### config.mk
export PLATFORM = sky130hd
export DESIGN_NAME = disp_arbiter
export DESIGN_NICKNAME = d
export VERILOG_FILES = /design/src/rtl/disp_pkg.sv /design/src/rtl/hold_timer.sv /design/src/rtl/disp_arbiter.sv
export SDC_FILE = /design/constraint.sdc
export NUM_CORES = 1
export LEC_CHECK = 0
export BUFFER_PORTS_ARGS = -buffer_cell sky130_fd_sc_hd__buf_2
export CORE_UTILIZATION = 57
export CTS_CLUSTER_DIAMETER = 40
export DETAILED_ROUTE_END_ITERATION = 16
export GPL_ROUTABILITY_DRIVEN = 0
export MAX_ROUTING_LAYER = met4
export PLACE_DENSITY = 0.86
export SETUP_SLACK_MARGIN = 0.4
export SYNTH_ARGS = -nofsm -noshare
export SYNTH_HDL_FRONTEND = slang
export SYNTH_SLANG_ARGS = --single-unit
### constraint.sdc
create_clock -name clk -period 3.57 [get_ports clk]
set_input_delay 0.5355 -clock clk [delete_from_list [all_inputs] [get_ports clk]]
set_output_delay 0.5355 -clock clk [all_outputs]
set_load 0.01 [all_outputs]
### src/rtl/disp_pkg.sv
`default_nettype none
// ============================================================================
//  Module   : disp_pkg
//  Purpose  : Shared constants and types for the seven-segment display
//             arbiter: one-hot state encoding, default hold time, client
//             indices, the blank-all mask and the leading-zero blank helper.
//  Revision : 1.0  initial release
// ============================================================================
package disp_pkg;

   // Default minimum grant tenure: 1 s at 50 MHz.
   localparam int HOLD_CYCLES_DEF = 50_000_000;

   // Client indices, also used as the value of the last-grant pointer.
   localparam logic CLIENT_A = 1'b0;
   localparam logic CLIENT_B = 1'b1;

   // All four digits dark.
   localparam logic [3:0] BLANK_ALL = 4'b1111;

   // One-hot state encoding. The SHOW_A / SHOW_B bits are used directly
   // as the registered grant outputs.
   typedef enum logic [2:0] {
      ST_IDLE   = 3'b001,
      ST_SHOW_A = 3'b010,
      ST_SHOW_B = 3'b100
   } state_e;

   localparam int STATE_BIT_A = 1;
   localparam int STATE_BIT_B = 2;

   // Leading-zero blank mask for a packed {dig3,dig2,dig1,dig0} word.
   // dig0 is never blanked so a value of zero still shows a single "0".
   function automatic logic [3:0] lz_blank(input logic [15:0] digits);
      logic [3:0] mask;
      mask    = 4'b0000;
      mask[3] = (digits[15:12] == 4'h0);
      mask[2] = mask[3] && (digits[11:8] == 4'h0);
      mask[1] = mask[2] && (digits[7:4] == 4'h0);
      return mask;
   endfunction

endpackage : disp_pkg
`default_nettype wire

### src/rtl/hold_timer.sv
`default_nettype none
// ============================================================================
//  Module   : hold_timer
//  Purpose  : Grant-tenure counter. Loads on request, otherwise counts down
//             once per cycle and saturates at zero.
//  Ports    : clk      - system clock
//             rst      - asynchronous active-low reset (counter -> 0)
//             load     - load load_val this cycle (wins over decrement)
//             load_val - reload value, CNT_W bits
//             zero     - counter currently equals zero
//  Revision : 1.0  initial release
// ============================================================================
module hold_timer #(
   parameter int CNT_W = 1
) (
   input  logic             clk,
   input  logic             rst,
   input  logic             load,
   input  logic [CNT_W-1:0] load_val,
   output logic             zero
);

   logic [CNT_W-1:0] cnt_q;
   logic [CNT_W-1:0] cnt_d;

   always_comb begin
      cnt_d = cnt_q;
      if (load) begin
         cnt_d = load_val;
      end else if (cnt_q != '0) begin
         cnt_d = cnt_q - CNT_W'(1);
      end
   end

   always_ff @(posedge clk or negedge rst) begin
      if (!rst) begin
         cnt_q <= '0;
      end else begin
         cnt_q <= cnt_d;
      end
   end

   assign zero = (cnt_q == '0);

endmodule : hold_timer
`default_nettype wire

### src/rtl/disp_arbiter.sv
`default_nettype none
// ============================================================================
//  Module   : disp_arbiter
//  Purpose  : Shares a four-digit seven-segment display between two clients
//             (A and B). Grants one client at a time with a guaranteed
//             minimum tenure of HOLD_CYCLES cycles and round-robin fairness
//             on ties, and drives registered digit codes plus a blank mask.
//  Ports    : clk            - system clock, rising edge
//             rst            - asynchronous active-low reset
//             req_a / req_b  - client display requests
//             val_a / val_b  - client digits {dig3,dig2,dig1,dig0}
//             gnt_a / gnt_b  - registered grants, never both high
//             dig0..dig3     - registered digit codes to the decoders
//             blank          - bit i high forces digit i dark
//             busy           - gnt_a | gnt_b
//  Config   : DISP_LZ_BLANK_EN - when defined, leading zeros of the shown
//             value are blanked while granted (dig0 always lit).
//  Revision : 1.0  initial release
// ============================================================================
module disp_arbiter
   import disp_pkg::*;
#(
   parameter int HOLD_CYCLES = HOLD_CYCLES_DEF
) (
   input  logic        clk,
   input  logic        rst,
   input  logic        req_a,
   input  logic [15:0] val_a,
   input  logic        req_b,
   input  logic [15:0] val_b,
   output logic        gnt_a,
   output logic        gnt_b,
   output logic [3:0]  dig0,
   output logic [3:0]  dig1,
   output logic [3:0]  dig2,
   output logic [3:0]  dig3,
   output logic [3:0]  blank,
   output logic        busy
);

   // Counter only has to hold HOLD_CYCLES-1, so clog2 of HOLD_CYCLES is
   // sufficient; HOLD_CYCLES=1 still needs a one-bit register.
   localparam int               CNT_W       = (HOLD_CYCLES > 1) ? $clog2(HOLD_CYCLES) : 1;
   localparam logic [CNT_W-1:0] HOLD_RELOAD = CNT_W'(HOLD_CYCLES - 1);

   state_e      state_q;
   state_e      state_d;
   logic        last_q;
   logic        last_d;
   logic [15:0] dig_q;
   logic [15:0] dig_d;
   logic [3:0]  blank_q;
   logic [3:0]  blank_d;
   logic        hold_load;
   logic        hold_zero;

   hold_timer #(
      .CNT_W    (CNT_W)
   ) u_hold_timer (
      .clk      (clk),
      .rst      (rst),
      .load     (hold_load),
      .load_val (HOLD_RELOAD),
      .zero     (hold_zero)
   );

   // ------------------------------------------------------------------------
   // Next-state, pointer and digit logic
   // ------------------------------------------------------------------------
   always_comb begin
      state_d   = state_q;
      last_d    = last_q;
      dig_d     = dig_q;
      hold_load = 1'b0;

      case (state_q)
         ST_IDLE: begin
            // A wins a tie unless A was the last owner.
            if (req_a && (!req_b || (last_q == CLIENT_B))) begin
               state_d   = ST_SHOW_A;
               last_d    = CLIENT_A;
               dig_d     = val_a;
               hold_load = 1'b1;
            end else if (req_b) begin
               state_d   = ST_SHOW_B;
               last_d    = CLIENT_B;
               dig_d     = val_b;
               hold_load = 1'b1;
            end
         end

         ST_SHOW_A: begin
            if (hold_zero && req_b) begin
               // Direct hand-over, no IDLE gap.
               state_d   = ST_SHOW_B;
               last_d    = CLIENT_B;
               dig_d     = val_b;
               hold_load = 1'b1;
            end else begin
               if (hold_zero) begin
                  if (req_a) begin
                     hold_load = 1'b1;
                  end else begin
                     state_d = ST_IDLE;
                  end
               end
               // Digits follow the owner only while it keeps requesting;
               // otherwise the last latched value stays on display.
               if (req_a) begin
                  dig_d = val_a;
               end
            end
         end

         ST_SHOW_B: begin
            if (hold_zero && req_a) begin
               state_d   = ST_SHOW_A;
               last_d    = CLIENT_A;
               dig_d     = val_a;
               hold_load = 1'b1;
            end else begin
               if (hold_zero) begin
                  if (req_b) begin
                     hold_load = 1'b1;
                  end else begin
                     state_d = ST_IDLE;
                  end
               end
               if (req_b) begin
                  dig_d = val_b;
               end
            end
         end

         default: begin
            state_d = ST_IDLE;
         end
      endcase
   end

   // ------------------------------------------------------------------------
   // Blank mask, derived from the next digit value so it is registered in
   // the same edge as the digits it describes.
   // ------------------------------------------------------------------------
   always_comb begin
      blank_d = BLANK_ALL;
      if (state_d != ST_IDLE) begin
`ifdef DISP_LZ_BLANK_EN
         blank_d = lz_blank(dig_d);
`else
         blank_d = 4'b0000;
`endif
      end
   end

   // ------------------------------------------------------------------------
   // State registers
   // ------------------------------------------------------------------------
   always_ff @(posedge clk or negedge rst) begin
      if (!rst) begin
         state_q <= ST_IDLE;
         last_q  <= CLIENT_B;
         dig_q   <= 16'h0000;
         blank_q <= BLANK_ALL;
      end else begin
         state_q <= state_d;
         last_q  <= last_d;
         dig_q   <= dig_d;
         blank_q <= blank_d;
      end
   end

   // Grants are the one-hot state bits themselves, so they are registered
   // and mutually exclusive by construction.
   assign gnt_a = state_q[STATE_BIT_A];
   assign gnt_b = state_q[STATE_BIT_B];
   assign busy  = gnt_a | gnt_b;

   assign dig3  = dig_q[15:12];
   assign dig2  = dig_q[11:8];
   assign dig1  = dig_q[7:4];
   assign dig0  = dig_q[3:0];
   assign blank = blank_q;

endmodule : disp_arbiter
`default_nettype wire

==> run metrics, run 1 <==
First-pass DRT Iterations=5; Iteration-0 DRC Markers=278; Req. time, crit path=3.79 ns; clock slew at reported path FFs=0.09 ns; final hold violation count=0; Power Density=603 nW/um^2; first-pass GRT wire length=14800 um; Port Buffers=58; die area=6700 sq um; Seq pwr share=35.9%; Syn Nets=452; crit-path max FO=17; DR vias/cell=6.51; CTS Buf Count=5; Slew Viols, Final=0; cell taking the most area after synthesis=dfrtp_1; hold buffer count at cts=0; clk buf depth=2; Worst setup EP type=register; PostCTS Resize Cnt=0; H-tree level count=2; Comb power frac=49.3%; Leak=0.00135 uW; worst-case clock skew=0.00948 ns; fin crit share=79.7%; final setup vio count=0; Starting Density=60.3%; Final min period=2.84 ns; initial antenna violation count=0; die height=81.8 um; grt total ovfl=0; clock share of power=14.8%; Setup TNS=0 ns; CTS tree=built; Crit Path Category=register to register; drt drc=0; most frequent cells in the layout=nand2_1, buf_2, dfrtp_1; f_max=352 MHz; sequential area share after synthesis=32.5%; Filler cells=511; DP HPWL=6080 um; Synth Warn #=0; status=finished clean; insertion delay to the later sink of the worst-skew pair=0.31 ns; CP startpoint kind=register; Synth top area share=30.3%; unrepaired setup endpoints after global routing=no; DRT Wirelength=9040 um; Seq cells post-synth=47; Int Power=1350 uW; max_cap viols=0; clock sinks=47; vias in the first global route=3150; CP max stage delay=0.51 ns; sw power=1050 uW; Switching Share=43.8%; floorplan row count=28; layout cells sized above 1=24.1%; Die X=81.8 um; VDD IR max=362 uV; root buffer cell=clkbuf_8; WL/cell=17.1 um; syn_area_per_cell=8.77 sq um; Cells after Synth=414; measured slew at the worst slew-check pin=1.05 ns; Worst path slowest cell=or4_4; most common cell after layout, fill and taps aside=nand2_1; CP arrival=3.06 ns; max-slew headroom at the worst pin=29.7%; crit-path cells=inv_1 > ha_1 > or4b_4 > or4_4 > nor4_4 > buf_4 > mux2_2 > a41oi_1; worst hold path type=primary input to asynchronous set/reset pin; Antenna Nets Post-Route=0; Syn Std Cell Area=3630 sq um; count of cell types in the netlist=50; IO Pins=59; Antenna diodes=0; total power=2410 uW; Nets=490; DR vias=3436; post-CTS setup buffer count=0; P&R area growth vs syn=9.92%; core area=6030 sq um; Synth area leaders=dfrtp_1, mux2i_1, nand2_1; largest net degree at the start of global routing=50; Tot GR Track Use=29.8%
==> flip-flops by register name, summed over array words and instances (netlist names) <==
| register | flops |
|---|---|
| blank | 1 |
| dig_q | 16 |
| last_q | 1 |
| state_q | 3 |
| u_hold_timer.cnt_q | 26 |
==> final cells by class <==
class / instances / area (sq um) / share of cell area (%)
clock buffer: 8 / 100 / 2.51
inverter: 2 / 7.51 / 0.188
multi-input combinational: 329 / 2250 / 56.4
sequential: 47 / 1180 / 29.6
tap: 75 / 93.8 / 2.35
timing repair buffer: 67 / 358 / 8.96
==> logic make-up (layout without fill, tap and decap cells) <==
family	after synthesis	in the layout	synth area share, %
mux	48	48	13.8
buf+inv	38	77	5.68
flops	47	47	32.5
fa+ha+maj	2	2	0.689
xor+xnor	10	10	2.41
simple gates	176	176	25.8
compound gates	93	93	19.1
==> worst max-delay path, delay by kind of cell, from the launching register on <==
family / cells / cell delay (ns)
muxes: 1 / 0.37
adders and majority gates: 1 / 0.15
AOI/OAI and AO/OA: 1 / 0.20
buffers and inverters: 2 / 0.46
DFF: 1 / 0.41
and+or+nand+nor: 3 / 1.13
==> cells in the mapped netlist (all sizes together) <==
cell type and number:
nand2 62, clkbuf 20, nor3b 1, o21ai 12, mux2i 30, ha 2, nor3 24, or4b 2
buf 16, dfrtp 44, inv 2, nand2b 8, o211ai 17, mux2 18, nor4b 1, a211oi 18
and4 1, nor4 8, or2 2, xnor2 7, a31oi 1, or3 11, dfstp 3, o22ai 4
and2 17, nor2 11, or4 10, o22a 2, nand4 3, xor2 3, o41ai 1, a41oi 16
nor2b 3, a21oi 10, o21bai 1, a21o 2, o31ai 9, nand3 12
==> power groups by stage <==
stage	Combinational [uW]	Clock, uW	Sequential [uW]
floorplan	861	0	841
global placement	1130	0	860
detailed placement	1180	0	864
CTS	1180	356	856
global route	1310	382	875
finish	1190	355	864
==> stage by stage <==
step | area, sq um | std cells | util (%) | hold WS [ns] | setup slack [ns]
finish | 3990 | 528 | 66.3 | 0.419 | 0.726
global route | 3990 | 528 | 66.3 | 0.491 | 0.598
CTS | 3990 | 528 | 66.3 | 0.458 | 0.740
detailed placement | 3890 | 520 | 64.6 | 0.499 | 0.753
global placement | 3890 | 520 | 64.6 | 0.494 | 0.836
floorplan | 3630 | 414 | - | 0.240 | 0.845
==> per-layer routing <==
metal,global-route usage [%],share of wire (%)
met1,40.2,46
met2,45.8,46
met3,4.11,6.2
met4,10.7,1.7
met5,-,0
==> path summary, 6_finish.rpt <==
kind                                  startpoint                endpoint  slack, ns  depth (start not counted)
min in group clk                          last_q                  last_q       0.51                          2
hold / removal                               rst  u_hold_timer.cnt_q[23]       0.42                          1
max in group asynchronous                    rst   u_hold_timer.cnt_q[6]       2.50                          1
setup / recovery           u_hold_timer.cnt_q[0]               dig_q[15]       0.73                          8
setup reg to reg           u_hold_timer.cnt_q[0]               dig_q[15]       0.73                          8
hold reg to reg                           last_q                  last_q       0.51                          2
No activity file was read; power rests on OpenSTA's default activity.
==> inputs of run 2 (changes only) <==
ABC_AREA = 1   (was unset)
PLACE_DENSITY = 0.87   (was 0.86)
clock period = 2.7 ns   (was 3.57 ns; I/O delays follow)
==> run metrics, run 2 <==
final hold violation count=0; First-pass DRT Iterations=9; CP startpoint kind=register; Syn Std Cell Area=3570 sq um; Setup TNS=0 ns; max-slew headroom at the worst pin=63.6%; CTS Buf Count=5; clock slew at reported path FFs=0.10 ns; Worst setup EP type=register; drt drc=0; syn_area_per_cell=6.77 sq um; fin crit share=79.0%; die area=6580 sq um; root buffer cell=clkbuf_8; max FFs per register=26; Synth Warn #=0; core area=5990 sq um; largest net degree at the start of global routing=36; Cells after Synth=527; fin cells=651; IO Pins=59; CTS tree=built; critical path's top delay family=simple AND/OR/NAND/NOR gates; Largest regs=u_hold_timer.cnt_q x26, dig_q x16, state_q x3; Starting Density=59.5%; initial antenna violation count=0; Antenna diodes=0; max_cap viols=0; CP max stage delay=0.37 ns; f_max=469 MHz; floorplan row count=28; Antenna Nets Post-Route=0; Filler cells=512; critical path depth=11; Crit Path Category=register to register; vias in the first global route=3639; top layer reached by signal wires=met4; crit-path cells=inv_1 > ha_1 > nand2_1 > nor2_1 > nand2_1 > nor2_4 > buf_4 > o21bai_4 > nand2_2 > o21ai_1 > o21ai_1; Die X=81.1 um; count of cell types in the netlist=42; Synth area leaders=dfrtp_1, nand2_1, nor2_1; Req. time, crit path=2.93 ns; H-tree level count=2; Nets=613; Syn Nets=565; CP arrival=2.36 ns; final setup vio count=0; worst hold path type=primary input to asynchronous set/reset pin; Post-synth EDFFs=0; worst reg2reg path startpoint=u_hold_timer.cnt_q[0]; DP HPWL=6870 um; Worst R2R End=u_hold_timer.cnt_q[0]; Leak=0.00193 uW; DR vias/cell=6.14; most common cell after layout, fill and taps aside=nand2_1; most flop-heavy register=u_hold_timer.cnt_q; measured slew at the worst slew-check pin=0.547 ns; CP bufs+invs=2; Setup crit start=u_hold_timer.cnt_q[0]; first-pass GRT wire length=16300 um; Tot GR Track Use=32.9%; ys async rst share=100%; Final min period=2.13 ns; main flop type after synthesis=dfrtp_1; Port Buffers=58; Seq cells post-synth=47; Iteration-0 DRC Markers=390; Synth top cells by count=nand2_1, nor2_1, nand3_1, dfrtp_1, nand4_1; VDD IR max=492 uV; crit-path max FO=21; DR vias=3999; cell taking the most area after synthesis=dfrtp_1; DRT Wirelength=10200 um; total power=3350 uW; grt total ovfl=0; clk buf depth=2; sequential area share after synthesis=33.1%; most frequent cells in the layout=nand2_1, nor2_1, buf_2; Slew Viols, Final=0; insertion delay to the later sink of the worst-skew pair=0.31 ns; metal2 WL=4940 um; r2r setup slk=0.57 ns; worst-case reg-to-reg path depth=11; cell count after placement=638; Detail Route met3 WL=736 um; WL/cell=15.6 um; Critical Path End=u_hold_timer.cnt_q[0]; P&R area growth vs syn=13.2%; final core occ=67.4%; layout cells sized above 1=20.0%; die height=81.1 um; clock sinks=47; Post-Route M1 WL=4210 um; most frequent cell after synthesis=nand2_1; Worst path slowest cell=dfrtp_1; worst-case clock skew=0.0121 ns; unrepaired setup endpoints after global routing=no; Power Density=831 nW/um^2; status=finished clean; Synth top area share=30.9%
==> run 2: worst min path at each step <==
stage | slack (ns) | cells after the start | startpoint | to
3_3_place_gp | 0.41 | 1 | rst | u_hold_timer.cnt_q[11]
4_1_cts | 0.09 | 1 | rst | dig_q[1]
3_5_place_dp | 0.42 | 1 | rst | u_hold_timer.cnt_q[11]
2_1_floorplan | 0.11 | 0 | rst | dig_q[0]
5_1_grt | 0.11 | 1 | rst | u_hold_timer.cnt_q[13]
6_report | 0.07 | 1 | rst | u_hold_timer.cnt_q[15]
==> run 2: worst register-to-register path, stage by stage, from the launching register on <==
cell	delay [ns]
dfrtp_1	0.37
inv_1	0.14
ha_1	0.22
nand2_1	0.07
nor2_1	0.12
nand2_1	0.13
nor2_4	0.16
buf_4	0.27
o21bai_4	0.19
nand2_2	0.21
o21ai_1	0.10
o21ai_1	0.09
==> run 2: power by group <==
group	leakage (uW)	internal [uW]	switching, uW
clock	0.0000644	370	260
sequential	0.000514	928	178
combinational	0.00135	564	1050
==> run 2: through the flow <==
step | setup slack [ns] | instance area (sq um) | hold WS [ns]
global route | 0.443 | 4040 | 0.111
global placement | 0.504 | 3850 | 0.413
floorplan | 0.961 | 3570 | 0.109
finish | 0.566 | 4040 | 0.0683
detailed placement | 0.455 | 3850 | 0.418
CTS | 0.408 | 3980 | 0.0878
==> run 2: cell type report <==
type | count | area, sq um | area share [%]
sequential | 47 | 1180 | 29.2
multi-input combinational | 422 | 2130 | 52.8
tap | 75 | 93.8 | 2.32
clock inverter | 3 | 67.6 | 1.67
clock buffer | 5 | 68.8 | 1.70
timing repair buffer | 71 | 388 | 9.61
inverter | 28 | 106 | 2.63
==> run 2: layer usage <==
metal / global-route usage (%) / vias to the layer above
li1: - / 1881
met1: 39.8 / 1864
met2: 54.0 / 223
met3: 4.61 / 31
met4: 15.7 / 0
met5: - / -
==> run 2: cell families after synthesis <==
family,share of synthesized area [%]
compound gates,13.4
fa+ha+maj,0.701
xor+xnor,2.21
flops,33.1
simple gates,43.0
buf+inv,7.58
==> run 2: what timing repair did <==
| item | in CTS | in global routing |
|---|---|---|
| endpoints found under the hold margin | 0 | 0 |
| setup buffers | 0 | 5 |
| hold buffers | 0 | 0 |
| gates resized for setup | 0 | 2 |
| setup endpoints to repair | 0 | 20 |
